## config.mk

```make
export PLATFORM = sky130hd
export DESIGN_NAME = ondra_audio_mixer
export DESIGN_NICKNAME = d
export VERILOG_FILES = /design/src/rtl/ondra_audio_mixer.sv
export SDC_FILE = /design/constraint.sdc
export NUM_CORES = 1
export LEC_CHECK = 0
export ABC_AREA = 1
export ABC_CLOCK_PERIOD_IN_PS = 6000
export BUFFER_PORTS_ARGS = -buffer_cell sky130_fd_sc_hd__buf_2
export CORE_AREA = 2 2 120 122
export DETAILED_ROUTE_END_ITERATION = 8
export DIE_AREA = 0 0 122 124
export PLACE_DENSITY = 0.87
export SETUP_SLACK_MARGIN = 0.5
export SLEW_MARGIN = 20
export SYNTH_ARGS = -nofsm -noshare
export SYNTH_HDL_FRONTEND = slang
export SYNTH_SLANG_ARGS = --single-unit
```

## constraint.sdc

```tcl
create_clock -name clk_sys -period 6 [get_ports clk_sys]
set_clock_uncertainty 0.2 [all_clocks]
set_input_delay 0.3 -clock clk_sys [delete_from_list [all_inputs] [get_ports clk_sys]]
set_output_delay 0.3 -clock clk_sys [all_outputs]
set_load 0.01 [all_outputs]
```

## src/rtl/ondra_audio_mixer.sv

```systemverilog
// rtl/ondra_audio_mixer.sv - time-multiplexed gain/mute audio mixer with saturation
// One channel is accumulated per clk_sys cycle; one registered sample is emitted per accepted sample_ce.
module ondra_audio_mixer #(
   parameter int NUM_CH     = 4,
   parameter int IN_W       = 14,
   parameter int GAIN_W     = 4,
   parameter int SHIFT      = 4,
   parameter int OUT_W      = 16,
   parameter bit SIGNED_OUT = 1'b0
) (
   input  logic                     clk_sys,
   input  logic                     reset,
   input  logic                     sample_ce,
   input  logic [NUM_CH*IN_W-1:0]   ch_data,
   input  logic [NUM_CH*GAIN_W-1:0] ch_gain,
   input  logic [NUM_CH-1:0]        ch_mute,
   output logic [OUT_W-1:0]         audio_out,
   output logic                     audio_valid,
   output logic                     busy,
   output logic                     clip,
   output logic                     overrun
);

   localparam int EXT_W  = (NUM_CH > 1) ? $clog2(NUM_CH) : 1;
   localparam int PROD_W = IN_W + GAIN_W;
   localparam int ACC_W  = PROD_W + EXT_W;
   localparam int IDX_W  = EXT_W;
   // Widen the shifted sum so the saturation test always has at least one bit above OUT_W.
   localparam int SAT_W  = (ACC_W > OUT_W) ? ACC_W : OUT_W + 1;
   localparam logic [OUT_W-1:0] MSB_MASK = SIGNED_OUT ? (OUT_W'(1) << (OUT_W - 1)) : '0;

   typedef enum logic [1:0] {S_IDLE, S_ACC, S_OUT} state_t;

   state_t              r_state;
   state_t              w_next;
   logic [IN_W-1:0]     r_data [NUM_CH];
   logic [GAIN_W-1:0]   r_gain [NUM_CH];
   logic [NUM_CH-1:0]   r_mute;
   logic [IDX_W-1:0]    r_idx;
   logic [ACC_W-1:0]    r_acc;
   logic [OUT_W-1:0]    r_audio_out;
   logic                r_valid;
   logic                r_clip;
   logic                r_overrun;

   logic                w_load;
   logic                w_acc_en;
   logic                w_emit;
   logic                w_last;
   logic                w_ovr_set;
   logic [PROD_W-1:0]   w_prod;
   logic [PROD_W-1:0]   w_term;
   logic [SAT_W-1:0]    w_shifted;
   logic                w_sat;
   logic [OUT_W-1:0]    w_sample;

   always_ff @(posedge clk_sys or posedge reset) begin
      if (reset) r_state <= S_IDLE;
      else       r_state <= w_next;
   end

   always_comb begin
      w_next = r_state;
      case (r_state)
         S_IDLE:  if (sample_ce) w_next = S_ACC;
         S_ACC:   if (w_last)    w_next = S_OUT;
         S_OUT:                  w_next = S_IDLE;
         default:                w_next = S_IDLE;
      endcase
   end

   always_comb begin
      w_load    = 1'b0;
      w_acc_en  = 1'b0;
      w_emit    = 1'b0;
      w_ovr_set = 1'b0;
      case (r_state)
         S_IDLE:  w_load = sample_ce;
         S_ACC: begin
            w_acc_en  = 1'b1;
            w_ovr_set = sample_ce;
         end
         S_OUT: begin
            w_emit    = 1'b1;
            w_ovr_set = sample_ce;
         end
         default: ;
      endcase
   end

   assign w_last    = (r_idx == IDX_W'(NUM_CH - 1));
   assign w_prod    = PROD_W'(r_data[r_idx]) * PROD_W'(r_gain[r_idx]);
   assign w_term    = r_mute[r_idx] ? '0 : w_prod;
   assign w_shifted = SAT_W'(r_acc >> SHIFT);
   assign w_sat     = |w_shifted[SAT_W-1:OUT_W];
   assign w_sample  = (w_sat ? {OUT_W{1'b1}} : w_shifted[OUT_W-1:0]) ^ MSB_MASK;

   // Snapshot registers isolate the round from input changes after the accepting edge.
   always_ff @(posedge clk_sys or posedge reset) begin
      if (reset) begin
         for (int i = 0; i < NUM_CH; i++) begin
            r_data[i] <= '0;
            r_gain[i] <= '0;
         end
         r_mute <= '0;
         r_idx  <= '0;
         r_acc  <= '0;
      end else if (w_load) begin
         for (int i = 0; i < NUM_CH; i++) begin
            r_data[i] <= ch_data[i*IN_W +: IN_W];
            r_gain[i] <= ch_gain[i*GAIN_W +: GAIN_W];
         end
         r_mute <= ch_mute;
         r_idx  <= '0;
         r_acc  <= '0;
      end else if (w_acc_en) begin
         r_acc <= r_acc + ACC_W'(w_term);
         if (!w_last) r_idx <= r_idx + 1'b1;
      end
   end

   always_ff @(posedge clk_sys or posedge reset) begin
      if (reset) begin
         r_audio_out <= '0;
         r_valid     <= 1'b0;
         r_clip      <= 1'b0;
         r_overrun   <= 1'b0;
      end else begin
         r_valid <= w_emit;
         if (w_emit) begin
            r_audio_out <= w_sample;
            r_clip      <= w_sat;
         end
         if (w_ovr_set) r_overrun <= 1'b1;
      end
   end

   assign audio_out   = r_audio_out;
   assign audio_valid = r_valid;
   assign clip        = r_clip;
   assign overrun     = r_overrun;
   assign busy        = (r_state != S_IDLE);

endmodule

```

# Word level (Yosys, flattened, before mapping)
# Index checks and enable logic that the tools add are counted.
[word_totals]
reg_bits = 118
input_bits = 79
output_inout_bits = 20
wordCells = 54
[classes]
addsub = 2
mul = 1
magnitude_cmp = 2
eq_ne = 6
muxes = 21
bitwise_logic = 1
n_reduce_logical = 6
[ops]
columns = ["cell", "count"]
rows = [
  ["20-bit 2-to-1 mux", 2],
  ["14-bit binary-select mux with 2-bit select", 1],
  ["14-bit 2-to-1 mux", 2],
  ["20-bit by 18-bit adder with 20-bit output", 1],
  ["14-bit by 4-bit multiplier with 18-bit output", 1],
  ["18-bit 2-to-1 mux", 1],
  ["2-bit 2-to-1 mux", 5],
  ["4-bit binary-select mux with 2-bit select", 1],
  ["4-bit 2-to-1 mux", 2],
  ["2-bit != test, second input constant", 3],
  ["1-bit 2-to-1 mux", 5],
  ["2-bit == test, second input constant", 2],
  ["2-bit case mux with 2 select lines", 1],
  ["2-bit AND reduction", 2],
  ["2-bit nonzero test", 2],
  ["3-bit greater-or-equal comparator, second input constant", 1],
  ["2-bit by 3-bit < comparator with 1-bit output, second input constant", 1],
  ["2-bit NOT with 3-bit output", 1],
  ["2-bit by 1-bit adder with 2-bit output, second input constant", 1],
  ["1-bit binary-select mux with 2-bit select", 1],
  ["2-bit by 1-bit == test with 1-bit output, second input constant", 1],
  ["2-bit zero test", 1],
  ["2-bit OR reduction", 1],
]

# Depth between registers and ports, before layout
[depth]
depth_word = 9
ltp_mapped = 33
ltp_nobuf = 31

# Least setup slack after synthesis
# No wires, ideal clock.
[synth_timing]
kind = "reg2reg"
startpoint = "register r_idx[0]"
endpoint = "register r_acc[17]"
setup_ns = 0.117
t_arrival_ns = 4.309
t_required_ns = 5.683
slack_ns = 1.374
path_stages_with_launch = 30
n_path_buf = 3
synth_period_minus_slack_ns = 4.626
cell_sequence = "dfrtp_1 buf_6 buf_6 a21oi_1 a32oi_2 inv_2 buf_6 nor2_1 fa_1 inv_1 fa_1 inv_1 ha_1 a21oi_1 nand2_1 nand2_1 nand3_1 a21o_1 nor2_1 nor2_1 ha_1 nand2_1 nor2_1 inv_1 nor2_1 nand3_1 nand3_1 nand2_1 nand3_1 nand2_1"
[synth_via]
elab_chain_len = 9
elab_cells_between_ends = 14
cone_classes = "add/sub: 1; mul: 1; mux: 11; bitwise: 1"
[synth_lines]
columns = ["item", "line_no", "text"]
rows = [
  ["start, declared", "39", "logic [IDX_W-1:0] r_idx;"],
  ["start signal, assigned", "118", "if (!w_last) r_idx <= r_idx + 1'b1;"],
  ["2-bit NOT with 3-bit output (implied by the code)", "92", "assign w_prod = PROD_W'(r_data[r_idx]) * PROD_W'(r_gain[r_idx]);"],
  ["14-bit binary-select mux with 2-bit select or 4-bit binary-select mux with 2-bit select (tied branches)", "92", ""],
  ["14-bit 2-to-1 mux (implied by the code) or 4-bit 2-to-1 mux (tied branches) (2 in a row)", "92", ""],
  ["14-bit by 4-bit multiplier with 18-bit output", "92", ""],
  ["18-bit 2-to-1 mux *", "93", "assign w_term = r_mute[r_idx] ? '0 : w_prod;"],
  ["20-bit by 18-bit adder with 20-bit output *", "117", "r_acc <= r_acc + ACC_W'(w_term);"],
  ["20-bit 2-to-1 mux *", "116", "end else if (w_acc_en) begin"],
  ["20-bit 2-to-1 mux *", "108", "end else if (w_load) begin"],
  ["end signal, assigned", "117", ""],
  ["end, declared", "40", "logic [ACC_W-1:0] r_acc;"],
]
# Mark *: on every way between the ends. The rest lies on a longest branch, timed or not. The select of a mux whose other input is x is not followed.
# A chain may end at the register's enable or synchronous reset.

# Worst setup path in the final report
# Ends and elaborated chain as after synthesis.

==> results summary <==
The count of flip-flops with a built-in enable after synthesis came out at 0. The met3 usage came out at 6.822%. The clock period could shrink to approximately 5.4 ns.

Max-cap violations in this run came to 0. The highest-delay cell along the critical path is fa_1. The initial antenna violation count came out at 2. The most instantiated flip-flop cell in the synthesis netlist is dfrtp_1. The worst setup path is captured at a register. The die is around 120 um wide. The worst hold slack came out at between 0.2 and 0.25 ns. For the worst setup path, the data arrival time is 5.57 ns. The worst-skew pair later-pin latency is between 0.4 and 0.5 ns. The number of primary I/O pins came out at 99.

For this design, the sink count on the clock tree is 118. The total area of multi-input combinational cells is 4372 um^2. The slew at the pin with the worst max-slew slack is slightly below 1 ns. The placeable core region is 13720 um^2. The combined buffer and inverter count along the critical path is 6. The total global-route track usage is around a third. The share of the clock period used by the worst path after layout is 90.75%. The clock passes through at most 2 buffers. The most frequent cell after synthesis is nand2_1. The routed wirelength normalized by instance count is around 18 um. The delay of the slowest cell on the worst path came out at ~0.53 ns. Ranked by instance count, the synthesized netlist is headed by nand2_1 (415), inv_1 (122), dfrtp_1 (118), nor2_1 (103), a21oi_1 (73). Ranked by total cell area, the synthesized netlist is headed by dfrtp_1 (37%), nand2_1 (19%), ha_1 (7.0%). The filler cells instantiated in the layout total 934. The post-DP HPWL came out at 14030 um. The timing-limited maximum frequency came out at roughly 0.18 GHz.

The global placement routability congestion is 0.9535. The average cell area after synthesis is approximately 7.4 um^2. The first global-routing pass estimated 38910 um of wire. Summed over its instances, the top area cell type makes up 36.86% of the synthesized netlist area. The fraction of registers with async set or reset after synthesis came out at 100.0%.

The count of cell types in the netlist came out at 39. The H-tree was split into 4 levels. STA classifies the critical path startpoint as a register. The sequential-to-total area share from yosys stat came out at a little under two fifths. Including well taps, the total number of placed cells is 1329. The worst slew margin relative to its limit is 35.26%. The flow ran to the end, and the final reports show no timing, DRC or antenna violations.

Of all nets on the critical path, the largest fanout is 19. The height of the die is 124 um. The post-detailed-route DRC marker count came out at 0. The summed area of non-filler cells in the final layout came out at 10130 um^2. The post-place instance area is ~8500 um^2. STA puts the critical path data required time at 6.12 ns. The global routing stage identified its most utilized layer as met2. The path class of the tightest hold or removal check is in -> async. Buffers placed on the I/O ports in this run total a little under 100. Global routing used 38.41% of the available met1 tracks. The total length of routed wires came out at 25540 um. The critical path in this run is classified as reg -> reg.

On the critical path the largest part of the delay comes from adder cells. The total congestion overflow after global routing came out at 0. The pin count of the biggest net entering global routing came out at 85. The initial core utilization came out at between 50% and 60%. For this run, the number of Yosys warnings is 0.

The number of failing hold endpoints at the final stage came out at 0. The count of final max-slew check failures is 0. In this run the cell area of the synthesized design comes to 8010 um^2. The relative area change from synthesis to final layout came out at 26.48%. Setup repair after global routing could not meet its margin everywhere.

The post-layout instance count excluding filler cells is approximately 1500. In this run the remaining antenna-violating nets after routing total 0. The number of global-route vias before repair is between 7000 and 8000. The via count is 8201. The first TritonRoute pass finished after 7 iterations. The number of storage elements in the synthesis netlist is 118. The total number of placement rows came out at 43. The cell taking the most area after synthesis is dfrtp_1. The post-synthesis instance total came out at 1084. Adding up every negative setup slack in the final design gives 0 ns. TritonCTS built the clock tree. The share of layout cells above drive strength 1 is 15.05%. The first routing iteration left 956 violations.

The net count of the finished layout is 1405. The clock-pin slew of the registers on the worst-case setup and hold paths is 0.07 ns. The number of buffers created by CTS came out at 17. The net count after synthesis came out at 1233.

The tree is rooted in a clkbuf_16. The sequential cell area came out at 2954 um^2. The overall die area is 15130 um^2.

The total of endpoints with negative setup slack in the final report came out at 0. After detailed routing, the number of vias per cell comes to 5.652. For met2 alone, demand over resource in global routing was 59.08%.
-- placed cells by master (no fill, tap or decap), types with 6 or more instances in the layout --
cell type      synthesis  layout
buf_2                 12      97
mux2_2                 8       8
buf_4                  5      13
nand2_1              415     414
dlygate4sd3_1          0      78
nor2_1               103     103
fa_1                  25      25
a32oi_1               14       6
a32oi_2                3      10
o21ai_0               29      29
a21oi_1               73      69
dfrtp_1              118     117
ha_1                  45      45
clkbuf_16              0      17
nand3_1               35      34
inv_2                 11       9
inv_6                  0       6
a21o_1                 7       7
inv_1                122     120
o21ai_1                7       7
-- path summary, 6_finish.rpt --
| path | cells past startpoint | start | to | slack (ns) |
|---|---|---|---|---|
| setup / recovery | 28 | r_idx[0] | r_acc[17] | 0.55 |
| hold / removal | 3 | reset | r_acc[14] | 0.23 |
| min in group clk_sys | 1 | overrun | overrun | 0.25 |
| max in group asynchronous | 4 | reset | r_idx[0] | 4.23 |
| setup reg to reg | 28 | r_idx[0] | r_acc[17] | 0.55 |
| hold reg to reg | 1 | overrun | overrun | 0.25 |
-- worst min-delay path: cells and delay by family --
family | cells | cell delay [ns]
buf+inv | 3 | 0.98
-- per-stage QoR --
step | worst slack, ns | utilization (%)
global route | 0.1757 | 73.84
detailed placement | 0.6483 | 62.04
CTS | 0.6088 | 72.30
finish | 0.5548 | 73.84
floorplan | 1.374 | -
global placement | 0.6894 | 62.04
-- layer usage --
layer | share of wire, % | vias up
li1 | - | 3770
met1 | 37 | 3807
met2 | 49 | 485
met3 | 7.4 | 139
met4 | 6.1 | 0
met5 | 0 | -
-- area by class of cell --
class / count / share of cell area [%]
Clock buffer: 18 / 4.335
Inverter: 134 / 5.236
Clock inverter: 14 / 1.853
Antenna cell: 2 / 0.04940
Multi-Input combinational cell: 792 / 43.15
Timing Repair inverter: 2 / 0.1606
Sequential cell: 118 / 29.16
Timing Repair Buffer: 191 / 13.83
Tap cell: 180 / 2.223
-- what timing repair did --
action | CTS | global route
hold buffers | 78 | 0
endpoints found under the hold margin | 111 | 0
gates resized for setup | 0 | 30
buffers inserted | 0 | 8
setup endpoints to repair | 0 | 11
-- sequential cells by signal, summed over array words and instances, names as in the netlist --
signal	count
overrun	1
r_data	56
r_mute	4
r_acc	20
r_idx	2
audio_out	16
audio_valid	1
r_gain	16
r_state	2
-- cells by family (layout without fill, tap and decap cells) --
group                    count (synthesis)  in the layout  synth area share (%)
flip-flops                             118            118                 36.86
buffers and inverters                  174            359                 9.731
AO/OA/AOI/OAI                          150            150                 11.59
XOR/XNOR                                 1              1                0.1094
adder cells (fa/ha/maj)                 70             70                 13.28
other                                    1              3               0.04682
multiplexers                             8              8                 1.125
AND/OR/NAND/NOR                        562            562                 27.26
Power is left out: the tool's default activity adds up to more than one toggle a clock period on the data nets, which glitch-free logic cannot reach.
